## src/rtl/ft232h_ram_arbiter_if.sv

```systemverilog
// Bus bundle between the two FT232H byte paths, the arbiter and the single-port RAM.
interface ft232h_ram_arbiter_if #(
  parameter int ADDR_W = 16,
  parameter int DATA_W = 8
);
  logic              a_req, a_write, a_lock, a_gnt, a_rvalid;
  logic [ADDR_W-1:0] a_addr;
  logic [DATA_W-1:0] a_wdata, a_rdata;
  logic              b_req, b_write, b_lock, b_gnt, b_rvalid;
  logic [ADDR_W-1:0] b_addr;
  logic [DATA_W-1:0] b_wdata, b_rdata;
  logic [ADDR_W-1:0] ram_address;
  logic              ram_chipselect, ram_write, ram_clken;
  logic [DATA_W-1:0] ram_writedata, ram_readdata;

  modport slave (
    input  a_req, a_write, a_lock, a_addr, a_wdata,
    output a_gnt, a_rvalid, a_rdata,
    input  b_req, b_write, b_lock, b_addr, b_wdata,
    output b_gnt, b_rvalid, b_rdata,
    output ram_address, ram_chipselect, ram_write, ram_writedata, ram_clken,
    input  ram_readdata
  );

  modport master (
    output a_req, a_write, a_lock, a_addr, a_wdata,
    input  a_gnt, a_rvalid, a_rdata,
    output b_req, b_write, b_lock, b_addr, b_wdata,
    input  b_gnt, b_rvalid, b_rdata,
    input  ram_address, ram_chipselect, ram_write, ram_writedata, ram_clken,
    output ram_readdata
  );
endinterface

```

## src/rtl/ft232h_ram_arbiter.sv

```systemverilog
// Two-requester RAM arbiter: round-robin on conflict, optional locked bursts capped at MAX_BURST.
module ft232h_ram_arbiter #(
  parameter int ADDR_W    = 16,
  parameter int DATA_W    = 8,
  parameter int MAX_BURST = 16
) (
  input  logic                 clk,
  input  logic                 reset,
  ft232h_ram_arbiter_if.slave  bus
);
  localparam logic [7:0] MAXB = 8'(MAX_BURST);

  typedef enum logic [1:0] {IDLE, OWN_A, OWN_B} state_t;

  state_t            state_q, state_d;
  logic              last_q, last_d;    // 1 = B was granted last
  logic [7:0]        bcnt_q, bcnt_d;
  logic              gnt_a, gnt_b, own_cont, idle_a, idle_b, issue;
  logic [ADDR_W-1:0] addr_q;
  logic [DATA_W-1:0] wdata_q;
  logic              rv_a_q, rv_b_q, clken_q;

  assign idle_a = bus.a_req & (~bus.b_req | last_q);
  assign idle_b = bus.b_req & (~bus.a_req | ~last_q);
  assign issue  = gnt_a | gnt_b;

  always_comb begin
    gnt_a    = 1'b0;
    gnt_b    = 1'b0;
    own_cont = 1'b0;
    state_d  = state_q;
    last_d   = last_q;
    bcnt_d   = bcnt_q;
    if (!reset) begin
      // An owner keeps the RAM until its burst is used up, unless nobody else wants it.
      case (state_q)
        OWN_A: begin
          if (bus.a_req && (bcnt_q < MAXB || !bus.b_req)) begin
            gnt_a    = 1'b1;
            own_cont = 1'b1;
          end else begin
            gnt_a = idle_a;
            gnt_b = idle_b;
          end
        end
        OWN_B: begin
          if (bus.b_req && (bcnt_q < MAXB || !bus.a_req)) begin
            gnt_b    = 1'b1;
            own_cont = 1'b1;
          end else begin
            gnt_a = idle_a;
            gnt_b = idle_b;
          end
        end
        default: begin
          gnt_a = idle_a;
          gnt_b = idle_b;
        end
      endcase

      if (gnt_a || gnt_b) begin
        last_d = gnt_b;
        // Saturated owner with an idle rival restarts its burst rather than wrapping.
        bcnt_d = (own_cont && bcnt_q < MAXB) ? bcnt_q + 8'd1 : 8'd1;
        if (gnt_a) state_d = bus.a_lock ? OWN_A : IDLE;
        else       state_d = bus.b_lock ? OWN_B : IDLE;
      end else begin
        state_d = IDLE;
      end
    end
  end

  always_ff @(posedge clk or posedge reset) begin
    if (reset) begin
      state_q <= IDLE;
      last_q  <= 1'b1;
      bcnt_q  <= 8'd0;
      addr_q  <= '0;
      wdata_q <= '0;
      rv_a_q  <= 1'b0;
      rv_b_q  <= 1'b0;
      clken_q <= 1'b0;
    end else begin
      state_q <= state_d;
      last_q  <= last_d;
      bcnt_q  <= bcnt_d;
      rv_a_q  <= gnt_a & ~bus.a_write;
      rv_b_q  <= gnt_b & ~bus.b_write;
      clken_q <= 1'b1;
      if (issue) begin
        addr_q  <= bus.ram_address;
        wdata_q <= bus.ram_writedata;
      end
    end
  end

  assign bus.a_gnt          = gnt_a;
  assign bus.b_gnt          = gnt_b;
  assign bus.a_rvalid       = rv_a_q;
  assign bus.b_rvalid       = rv_b_q;
  assign bus.a_rdata        = bus.ram_readdata;
  assign bus.b_rdata        = bus.ram_readdata;
  assign bus.ram_chipselect = issue;
  assign bus.ram_write      = (gnt_a & bus.a_write) | (gnt_b & bus.b_write);
  assign bus.ram_address    = gnt_a ? bus.a_addr  : gnt_b ? bus.b_addr  : addr_q;
  assign bus.ram_writedata  = gnt_a ? bus.a_wdata : gnt_b ? bus.b_wdata : wdata_q;
  assign bus.ram_clken      = clken_q;
endmodule

```

## src/flat_wrapper.sv

```systemverilog
// flat-port wrapper written by rule: the top's interface ports become plain ports
module ft232h_ram_arbiter_flat 
#(
  parameter int ADDR_W    = 16,
  parameter int DATA_W    = 8,
  parameter int MAX_BURST = 16
)
  (clk, reset, bus_a_req, bus_a_write, bus_a_lock, bus_a_addr, bus_a_wdata, bus_a_gnt, bus_a_rvalid, bus_a_rdata, bus_b_req, bus_b_write, bus_b_lock, bus_b_addr, bus_b_wdata, bus_b_gnt, bus_b_rvalid, bus_b_rdata, bus_ram_address, bus_ram_chipselect, bus_ram_write, bus_ram_writedata, bus_ram_clken, bus_ram_readdata);
  ft232h_ram_arbiter_if #(.ADDR_W(ADDR_W), .DATA_W(DATA_W)) bus_i ();
  input  logic clk;
  input  logic reset;
  input wire logic [$bits(bus_i.a_req)-1:0] bus_a_req;
  input wire logic [$bits(bus_i.a_write)-1:0] bus_a_write;
  input wire logic [$bits(bus_i.a_lock)-1:0] bus_a_lock;
  input wire logic [$bits(bus_i.a_addr)-1:0] bus_a_addr;
  input wire logic [$bits(bus_i.a_wdata)-1:0] bus_a_wdata;
  output wire logic [$bits(bus_i.a_gnt)-1:0] bus_a_gnt;
  output wire logic [$bits(bus_i.a_rvalid)-1:0] bus_a_rvalid;
  output wire logic [$bits(bus_i.a_rdata)-1:0] bus_a_rdata;
  input wire logic [$bits(bus_i.b_req)-1:0] bus_b_req;
  input wire logic [$bits(bus_i.b_write)-1:0] bus_b_write;
  input wire logic [$bits(bus_i.b_lock)-1:0] bus_b_lock;
  input wire logic [$bits(bus_i.b_addr)-1:0] bus_b_addr;
  input wire logic [$bits(bus_i.b_wdata)-1:0] bus_b_wdata;
  output wire logic [$bits(bus_i.b_gnt)-1:0] bus_b_gnt;
  output wire logic [$bits(bus_i.b_rvalid)-1:0] bus_b_rvalid;
  output wire logic [$bits(bus_i.b_rdata)-1:0] bus_b_rdata;
  output wire logic [$bits(bus_i.ram_address)-1:0] bus_ram_address;
  output wire logic [$bits(bus_i.ram_chipselect)-1:0] bus_ram_chipselect;
  output wire logic [$bits(bus_i.ram_write)-1:0] bus_ram_write;
  output wire logic [$bits(bus_i.ram_writedata)-1:0] bus_ram_writedata;
  output wire logic [$bits(bus_i.ram_clken)-1:0] bus_ram_clken;
  input wire logic [$bits(bus_i.ram_readdata)-1:0] bus_ram_readdata;
  assign bus_i.a_req = bus_a_req;
  assign bus_i.a_write = bus_a_write;
  assign bus_i.a_lock = bus_a_lock;
  assign bus_i.a_addr = bus_a_addr;
  assign bus_i.a_wdata = bus_a_wdata;
  assign bus_a_gnt = bus_i.a_gnt;
  assign bus_a_rvalid = bus_i.a_rvalid;
  assign bus_a_rdata = bus_i.a_rdata;
  assign bus_i.b_req = bus_b_req;
  assign bus_i.b_write = bus_b_write;
  assign bus_i.b_lock = bus_b_lock;
  assign bus_i.b_addr = bus_b_addr;
  assign bus_i.b_wdata = bus_b_wdata;
  assign bus_b_gnt = bus_i.b_gnt;
  assign bus_b_rvalid = bus_i.b_rvalid;
  assign bus_b_rdata = bus_i.b_rdata;
  assign bus_ram_address = bus_i.ram_address;
  assign bus_ram_chipselect = bus_i.ram_chipselect;
  assign bus_ram_write = bus_i.ram_write;
  assign bus_ram_writedata = bus_i.ram_writedata;
  assign bus_ram_clken = bus_i.ram_clken;
  assign bus_i.ram_readdata = bus_ram_readdata;
  ft232h_ram_arbiter #(.ADDR_W(ADDR_W), .DATA_W(DATA_W), .MAX_BURST(MAX_BURST)) u_core (.clk(clk), .reset(reset), .bus(bus_i));
endmodule
```

## config.mk

```make
export PLATFORM = sky130hd
export DESIGN_NAME = ft232h_ram_arbiter_flat
export DESIGN_NICKNAME = d
export VERILOG_FILES = /design/src/rtl/ft232h_ram_arbiter_if.sv /design/src/rtl/ft232h_ram_arbiter.sv /design/src/flat_wrapper.sv
export SDC_FILE = /design/constraint.sdc
export NUM_CORES = 1
export LEC_CHECK = 0
export CORE_MARGIN = 3
export CORE_UTILIZATION = 43
export CTS_CLUSTER_DIAMETER = 40
export CTS_CLUSTER_SIZE = 10
export DETAILED_ROUTE_END_ITERATION = 6
export GPL_TIMING_DRIVEN = 1
export PLACE_DENSITY = 0.86
export SYNTH_ARGS = -nofsm -noshare
export SYNTH_HDL_FRONTEND = slang
export SYNTH_SLANG_ARGS = --single-unit
```

## constraint.sdc

```tcl
create_clock -name clk -period 4.5 [get_ports clk]
set_input_delay 0.675 -clock clk [delete_from_list [all_inputs] [get_ports clk]]
set_output_delay 0.675 -clock clk [all_outputs]
set_load 0.05 [all_outputs]
```

# After elaboration in Yosys (flattened, before gate mapping)

Index checks and enable logic that the tools add are counted.

Add/sub/neg operators: 1
Multipliers: 0
Div/mod/pow operators: 0
Order comparisons: 1
Eq/ne operators: 2
Shift operators: 0
Muxes and demuxes: 23
Bitwise gates (word level): 16
Reductions and logical operators: 9

Operators by type and width:

| kind                                                | number |
|---|---|
| two-way mux 16 bit                                  | 2 |
| two-way mux 8 bit                                   | 3 |
| two-way mux 1 bit                                   | 12 |
| adder 8 x 1 -> 8 bit, second input constant         | 1 |
| < comparator 8 x 5 -> 1 bit, second input constant  | 1 |
| bitwise AND 1 bit                                   | 6 |
| two-way mux 2 bit                                   | 3 |
| NOT 1 bit                                           | 6 |
| case mux 1 bit (2 select lines)                     | 3 |
| bitwise OR 1 bit                                    | 4 |
| logical AND 1 bit                                   | 3 |
| logical OR 1 bit                                    | 3 |
| equality test 2 x 1 -> 1 bit, second input constant | 1 |
| equality test 2 bit, second input constant          | 1 |
| logical NOT 1 bit                                   | 2 |
| AND reduction 2 bit                                 | 1 |

Bits in registers: 38
Bits in latches: 0
RAM bits: 0
ROM bits: 0
Bits of input ports: 64
Output and inout port bits: 47
Memories: 0

# Depth between registers and ports, before layout

Gate-level depths: netlist (run 1).

Depth after elaboration: 9
Depth in mapped cells: 10
Gate-level depth less buffers: 8

# Worst setup path after synthesis (run 1)

Ideal clock, no wire load.

Kind: input-to-output
Start point: in reset
End point: out bus_ram_address[10]
Arrival: 2.885 ns
Data required time: 3.825 ns
Setup slack: 0.940 ns
Stages on the path: 7
Cell sequence: inv_1 -> and3_1 -> buf_4 -> a21boi_4 -> buf_6 -> buf_6 -> a21o_1

Word-level cells in the longest chain between the ends: 3

Ends and longest elaborated chain:

| what                            | RTL line                  | RTL |
|---|---|---|
| start: declaration              | flat_wrapper.sv:11        | `input logic reset;` |
| two-way mux 1 bit               | ft232h_ram_arbiter.sv:34  | `if (!reset) begin` |
| named net bus_b_gnt             | flat_wrapper.sv:25        | `output wire logic [$bits(bus_i.b_gnt)-1:0] bus_b_gnt;` |
| two-way mux 16 bit (2 in a row) | ft232h_ram_arbiter.sv:105 | `assign bus.ram_address = gnt_a ? bus.a_addr : gnt_b ? bus.b_addr : addr_q;` |
| end: declaration                | flat_wrapper.sv:28        | `output wire logic [$bits(bus_i.ram_address)-1:0] bus_ram_address;` |

The timed path passes the listed nets, and every way through them passes these cells.

# Worst setup path in the final report (run 1)

Start point: in bus_b_req
End point: out bus_a_gnt

Word-level cells in the longest chain between the ends: 7

Ends and longest elaborated chain:

| what                                                          | RTL line                                           | RTL |
|---|---|---|
| start: declaration                                            | flat_wrapper.sv:20                                 | `input wire logic [$bits(bus_i.b_req)-1:0] bus_b_req;` |
| NOT 1 bit / logical NOT 1 bit (equally long branches)         | ft232h_ram_arbiter.sv:23, ft232h_ram_arbiter.sv:38 |  |
| bitwise OR 1 bit / logical OR 1 bit (equally long branches)   | ft232h_ram_arbiter.sv:23, ft232h_ram_arbiter.sv:38 |  |
| bitwise AND 1 bit / logical AND 1 bit (equally long branches) | ft232h_ram_arbiter.sv:23, ft232h_ram_arbiter.sv:38 |  |
| two-way mux 1 bit, on equally long branches                   | ft232h_ram_arbiter.sv:47, ft232h_ram_arbiter.sv:38 |  |
| case mux 1 bit (2 select lines) *                             | ft232h_ram_arbiter.sv:36                           | `case (state_q)` |
| two-way mux 1 bit * (2 in a row)                              | ft232h_ram_arbiter.sv:34                           |  |
| end: declaration                                              | flat_wrapper.sv:17                                 | `output wire logic [$bits(bus_i.a_gnt)-1:0] bus_a_gnt;` |

Every way passes the cells marked *; elsewhere a longest branch is shown, timed or not. The select of a mux whose other input is x is not followed.

==> results of run 1 <==
cell families (layout without fill, tap and decap cells):
| family | after synthesis | count (layout) |
|---|---|---|
| compound gates | 94 | 94 |
| flops | 38 | 38 |
| buf+inv | 35 | 106 |
| simple gates | 27 | 27 |
| fa+ha+maj | 3 | 3 |
| other cells | 1 | 1 |
| mux | 1 | 1 |
cells in the final DEF, fill, tap and decap left out, types with 3 or more instances in the layout:
cell type / synthesis / routed
clkdlybuf4s50_1: 0 / 60
a21o_1: 49 / 49
dfrtp_1: 37 / 37
a22o_1: 26 / 26
buf_12: 0 / 25
nand2_1: 9 / 9
inv_1: 6 / 6
clkbuf_8: 0 / 6
buf_4: 21 / 5
nor2b_1: 3 / 3
nor2_1: 3 / 3
o21ai_0: 3 / 3
o22a_1: 3 / 3
ha_1: 3 / 3
worst reg2reg max path, stage by stage (launching register included):
cell and delay [ps]:
dfrtp_1 400, ha_1 450, o31ai_1 150, a311oi_1 420, nand2_1 170, inv_2 240
buf_4 270, a22o_1 210, a21o_1 120
per-stage QoR:
| step | std cells | hold slack (ps) | instance area, um2 | total power, mW | setup WS, ps |
|---|---|---|---|---|---|
| global placement | 329 | 498 | 3190 | 1.96 | 826 |
| finish | 337 | 518 | 3280 | 2.22 | 756 |
| CTS | 337 | 524 | 3280 | 2.24 | 742 |
| floorplan | 199 | 474 | 2160 | 1.37 | 940 |
| global route | 337 | 551 | 3280 | 2.32 | 555 |
| detailed placement | 329 | 507 | 3190 | 1.98 | 760 |
synthesized netlist by cell type, drive strengths merged, types with 2 or more instances:
cell type	count	area [um2]
o31ai	2	15.0
nand2	9	33.8
o21ai	5	36.3
a21o	49	368
and2	2	12.5
a21oi	2	10.0
inv	8	30.0
a22o	26	228
nand4	2	12.5
o22a	3	26.3
nor2	3	11.3
nor2b	3	18.8
ha	3	37.5
buf	27	200
nand3	2	10.0
nor3b	2	15.0
dfrtp	37	926
state kept, by name (all words and copies together), names as in the netlist:
name and count:
u_core.addr_q 16, u_core.bcnt_q 8, u_core.bus.a_rvalid 1, u_core.bus.b_rvalid 1, u_core.bus.ram_clken 1, u_core.last_q 1
u_core.state_q 2, u_core.wdata_q 8
layer usage:
layer  share of wire  wire (um)  vias up  global-route usage
li1                -          -      859                   -
met2            0.49       2670       65               0.307
met5               0          0        -                   0
met3           0.083        457       16              0.0810
met4           0.026        145        0              0.0851
met1            0.40       2210      871               0.229
cell type report:
class	instances	area, um2
clock inverters	1	5.00
well taps	67	83.8
clock buffers	7	86.3
inverters	8	30.0
repair buffers	90	1140
fillers	339	1510
multi-input cells	126	981
flip-flops and latches	38	952
final timing paths:
kind | from | end | slack (ps) | cells past startpoint
worst max-delay path | bus_b_req | bus_a_gnt | 760 | 6
worst min-delay path | u_core.bcnt_q[1] | u_core.bcnt_q[1] | 520 | 2
worst max register to register | u_core.state_q[1] | u_core.wdata_q[5] | 2010 | 8
worst min register to register | u_core.bcnt_q[1] | u_core.bcnt_q[1] | 520 | 2
max in group asynchronous | reset | u_core.last_q | 3190 | 3
min in group asynchronous | reset | u_core.addr_q[7] | 950 | 3
power by group through the flow:
| stage | registers (mW) | logic [mW] | clock network (mW) |
|---|---|---|---|
| floorplan | 0.493 | 0.873 | 0 |
| global placement | 0.495 | 1.46 | 0 |
| detailed placement | 0.497 | 1.48 | 0 |
| CTS | 0.492 | 1.49 | 0.254 |
| global route | 0.504 | 1.55 | 0.268 |
| finish | 0.492 | 1.48 | 0.244 |
==> parameters.txt, run 1 <==
Parameter                              Value

GRT
  Number of global-route vias before repair    between 1500 and 2000
  Pin count of the biggest net entering global routing    50
  Global-route wire length before repair    ~9.0 mm
  Number of antenna violations at the first check in global routing    0
  Total overflow reported by the global router    0
  Total routing usage reported by global routing    0.194

Synth
  Number of warnings printed during yosys synthesis    0
  Share of synthesized area spent on multiplexers    0.00521
  Unique cell type count in the Yosys netlist    36
  Cell area after technology mapping    2160 um2
  Complex-gate fraction of the synthesized area    0.356
  Most used flip-flop cell after synthesis    dfrtp_1
  Dominant combinational cell family by area after synthesis    compound AO/OA/AOI/OAI gates
  Post-Syn Area per Cell    10.9 um2
  Syn Nets    between 200 and 300
  Post-synthesis instance total    approximately 200
  Fraction of the mapped netlist area in adder cells    0.0174
  Share of flip-flops with an asynchronous set or reset after synthesis    1.00
  Register bit total from synthesis    38
  Number of enable-type register cells in the synthesized netlist    0
  Area fraction in and, or, nand and nor cells after synthesis    0.0729
  Sequential area share after synthesis    0.440
  Parity-gate share of the synthesized area counting xor and xnor cells    0

Floorplan
  Starting density of the core    0.452
  DIE AREA    5920 um2
  Overall die height    around 77 um
  Placeable Area    approximately 4800 um2
  Count of standard-cell rows    25
  Count of pins on the block boundary    ~110
  Die width    just under 80 um

Timing
  Final clock period utilization by the worst path    0.832
  Number of pins with negative max-slew slack in the final report    0
  Slew at the pin with the worst max-slew slack    around 510 ps
  Fmax    267 MHz
  Final hold vios    0
  Tightest slew margin relative to the limit    0.659
  Worst setup skew after layout    about 6.6 ps
  Final critical-path required period    3740 ps
  Setup TNS    0 ps
  Number of failing setup endpoints in the final timing report    0
  Setup repair after global routing missed its margin    false

Final layout
  Ant diodes    0
  Area growth from synthesis to final layout    51.5%
  Utilization of the core after routing    0.685
  Post-layout nets    between 300 and 400
  Layout cell share with drive strength beyond 1    0.178

Setup path
  Largest fanout of any net on the critical path    14
  CP Buf/Inv Count    3
  Critical-path cell list    clkdlybuf4s50_1, nor2b_1, a311oi_1, nand2_1, inv_2, clkdlybuf4s50_1
  Crit path arrival time    3070 ps
  Kind of start point of the critical path    primary input
  Stage delay of the slowest cell on the critical path    around 870 ps
  Critical Path RT    between 3000 and 4000 ps
  Kind of capture point of the worst setup path    primary output
  Most frequent cell on the critical path    clkdlybuf4s50_1
  Critical path type    in2out
  Delay-heaviest family, CP    buffers and inverters
  Slowest-stage cell, CP    clkdlybuf4s50_1

Clock network
  Clock-pin slew on the worst setup and hold paths    about 80 ps
  Setup repair bufs after CTS    0
  Number of buffers inserted by hold repair at cts    0
  Largest buffer count on any clock path    2
  Worst skew pair latency    290 ps
  TritonCTS clock tree    done
  # H-tree levels    2
  Number of CTS-inserted buffers    5
  Buffer cell driving the clock tree root    clkbuf_8
  CTS Sinks    38
  CTS resizes    0

Power and ir drop
  Switching fraction of total power    0.422
  Static Leakage    about 1.7 nW
  Fraction of power consumed by sequential logic    0.222
  Power Internal    about 1.3 mW
  Pwr per Cell Area    approximately 680 nW/um2
  Psw    between 0.9 and 1 mW
  Maximum VDD drop    about 0.44 mV
  Clock share of power    0.110
  Part of the power in combinational logic    0.668

Route
  Remaining antenna violation count    0
  Residual DRC count    0
  Number of violations reported at the end of detailed-routing iteration 0    ~110
  Via density    between 5 and 6
  Detailed-route via count    between 1500 and 2000
  Detailed-routing iteration count for the pre-antenna-repair pass    4
  DR WL/cell    16.3 um
  Wire length after detailed routing    ~5.5 mm

Place
  Half-perimeter wire length after detailed placement    around 4.0 mm
  Number of port buffers    86
  Global placement routability congestion    approximately 0.81

Run status
  Outcome    completed

Flow run
  Max cap viols    0

Hold path
  Kind of path behind the tightest hold check    reg2reg
(Power assumes the default switching activity.)
==> run 2, diff against run 1 <==
Settings changed: CORE_UTILIZATION 43 to 40, PLACE_DENSITY 0.86 to 0.81.
Clock period 4.5 ns to 3.6 ns, I/O delays scaled along.
==> parameters.txt, run 2 (synthesis gave the netlist of run 1 again) <==
Parameter                              Value

Route
  Number of violations reported at the end of detailed-routing iteration 0    117 (+11%)
  DR WL/cell    15.9 um (-2.4%)
  Detailed-routing iteration count for the pre-antenna-repair pass    4 (unchanged)
  Wire length after detailed routing    5.45 mm (-0.62%)
  Residual DRC count    0 (unchanged)
  Remaining antenna violation count    0 (unchanged)
  Detailed-route via count    1833 (+1.2%)
  Via density    5.34 (-0.56%)

Setup path
  Crit path arrival time    2860 ps (-210 ps)
  Delay-heaviest family, CP    compound AO/OA/AOI/OAI gates
  Critical path depth in cells    9 (+3)
  Critical path type    reg2out
  CP Buf/Inv Count    3 (unchanged)
  Slowest-stage cell, CP    ha_1
  Critical Path RT    3060 ps (-770 ps)
  Kind of capture point of the worst setup path    primary output
  Stage delay of the slowest cell on the critical path    450 ps (-420 ps)
  Largest fanout of any net on the critical path    13 (-1)
  Critical-path cell list    ha_1, o31ai_1, a311oi_1, nand2_1, inv_2, buf_4, a22o_1, a21o_1, buf_12
  Worst R2R Path Depth    8 (unchanged)
  Kind of start point of the critical path    flop

Power and ir drop
  Pwr per Cell Area    867 nW/um2 (+28%)
  Power Internal    1.76 mW (+38%)
  Static Leakage    1.73 nW (+3.1%)
  Switching fraction of total power    0.400 (-0.0223)
  Part of the power in combinational logic    0.637 (-0.031)
  Clock share of power    0.153 (+0.043)
  Fraction of power consumed by sequential logic    0.210 (-0.012)
  Maximum VDD drop    0.584 mV (+34%)
  Psw    1.18 mW (+25%)

Floorplan
  DIE AREA    6330 um2 (+6.9%)
  Count of pins on the block boundary    111 (unchanged)
  Overall die height    79.5 um (+3.4%)
  Placeable Area    5170 um2 (+8.1%)
  Starting density of the core    0.418 (-0.0338)
  Count of standard-cell rows    26 (+4.0%)
  Die width    79.5 um (+3.4%)

Clock network
  Number of CTS-inserted buffers    5 (unchanged)
  Setup repair bufs after CTS    0 (unchanged)
  CTS Sinks    38 (unchanged)
  # H-tree levels    2 (unchanged)
  TritonCTS clock tree    done
  Clock-pin slew on the worst setup and hold paths    70 ps (about the same)
  Number of buffers inserted by hold repair at cts    0 (unchanged)
  CTS resizes    0 (unchanged)
  Worst skew pair latency    290 ps (about the same)
  Buffer cell driving the clock tree root    clkbuf_8
  Largest buffer count on any clock path    2 (unchanged)

Final layout
  Register ranked first by flip-flop count    u_core.addr_q
  Flip-flop count of the largest register, all copies and words added    16 (unchanged)
  Area of all placed cells without fillers    3390 um2 (+3.4%)
  Top Registers    u_core.addr_q: 16 flops, u_core.bcnt_q: 8 flops, u_core.wdata_q: 8 flops
  Ant diodes    0 (unchanged)
  Count of non-filler cells in the finished layout    343 (+1.8%)
  Post-layout nets    339 (+0.89%)
  Area growth from synthesis to final layout    56.6%
  Most common cell after layout, fill and taps aside    clkdlybuf4s50_1
  Layout cell share with drive strength beyond 1    0.198 (+0.0200)
  Most frequent cells in the layout    clkdlybuf4s50_1 (58), a21o_1 (49), dfrtp_1 (37)

Timing
  Number of failing setup endpoints in the final timing report    0 (unchanged)
  Setup TNS    0 ps (unchanged)
  Worst setup skew after layout    11.1 ps (+4.55 ps)
  Setup repair after global routing missed its margin    false
  Number of pins with negative max-slew slack in the final report    0 (unchanged)
  Fmax    a little under 300 MHz
  Tightest slew margin relative to the limit    0.656 (-0.00261)
  Final hold vios    0 (unchanged)
  Slew at the pin with the worst max-slew slack    514 ps (+3.91 ps)
  Final clock period utilization by the worst path    0.944
  Final critical-path required period    3400 ps

Hold path
  Kind of path behind the tightest hold check    reg2reg
  Hold depth    1 (-1)

Run status
  Outcome    completed

GRT
  Total overflow reported by the global router    0 (unchanged)
  Number of global-route vias before repair    1961 (+3.7%)
  Pin count of the biggest net entering global routing    37 (-26%)
  Number of antenna violations at the first check in global routing    0 (unchanged)
  Total routing usage reported by global routing    0.182 (-0.0116)
  Global-route wire length before repair    9.00 mm (-0.39%)

Place
  Global placement routability congestion    0.778 (-4.0%)
  Number of instances in the placed design    335 (+1.8%)
  Half-perimeter wire length after detailed placement    4.07 mm (+1.6%)
  Placed cell areas    3240 um2 (+1.8%)
  Number of port buffers    86 (unchanged)

Flow run
  Max cap viols    0 (unchanged)
run 2: per-layer routing:
metal  track usage  wire (um)  up-vias
met4        0.0584         61        0
met5             0          0        -
met1         0.217       2250      901
met2         0.306       2700       59
met3        0.0632        434        7
li1              -          -      866
run 2: power groups by stage:
| stage | Sequential [mW] | Clock (mW) | Combinational [mW] |
|---|---|---|---|
| detailed placement | 0.621 | 0 | 1.88 |
| CTS | 0.617 | 0.458 | 1.89 |
| finish | 0.617 | 0.448 | 1.87 |
| global placement | 0.621 | 0 | 1.86 |
| global route | 0.629 | 0.480 | 1.97 |
| floorplan | 0.617 | 0 | 1.09 |
run 2: path summary, 6_finish.rpt:
path | endpoint | from | slack (ps)
worst max-delay path | bus_ram_address[15] | u_core.state_q[1] | 200
worst min-delay path | u_core.last_q | u_core.last_q | 530
worst max register to register | u_core.bcnt_q[0] | u_core.state_q[1] | 1000
worst min register to register | u_core.last_q | u_core.last_q | 530
max in group asynchronous | u_core.state_q[1] | reset | 2350
min in group asynchronous | u_core.bcnt_q[3] | reset | 560
run 2: layout make-up:
cell class	instances	area, um2
clock buffer	6	82.6
clock inverter	2	60.1
fill	401	1790
inverter	8	30.0
multi-input combinational	126	981
sequential	38	952
tap	70	87.6
timing repair buffer	93	1190
run 2: stage by stage:
step | hold WS (ps) | util | setup WS [ps] | power (mW)
final | 528 | 0.655 | 202 | 2.94
after global routing | 539 | 0.655 | 16.8 | 3.08
after CTS | 529 | 0.655 | 199 | 2.97
after detailed placement | 519 | 0.627 | 326 | 2.50
after global placement | 495 | 0.627 | 407 | 2.48
after floorplan | 474 | - | 310 | 1.71
run 2: worst register-to-register path, delay by kind of cell, from the launching register on:
family,cells,cell delay (ps)
fa+ha+maj,1,450
mux,1,310
compound gates,3,660
flops,1,410
buf+inv,2,480
simple gates,1,180
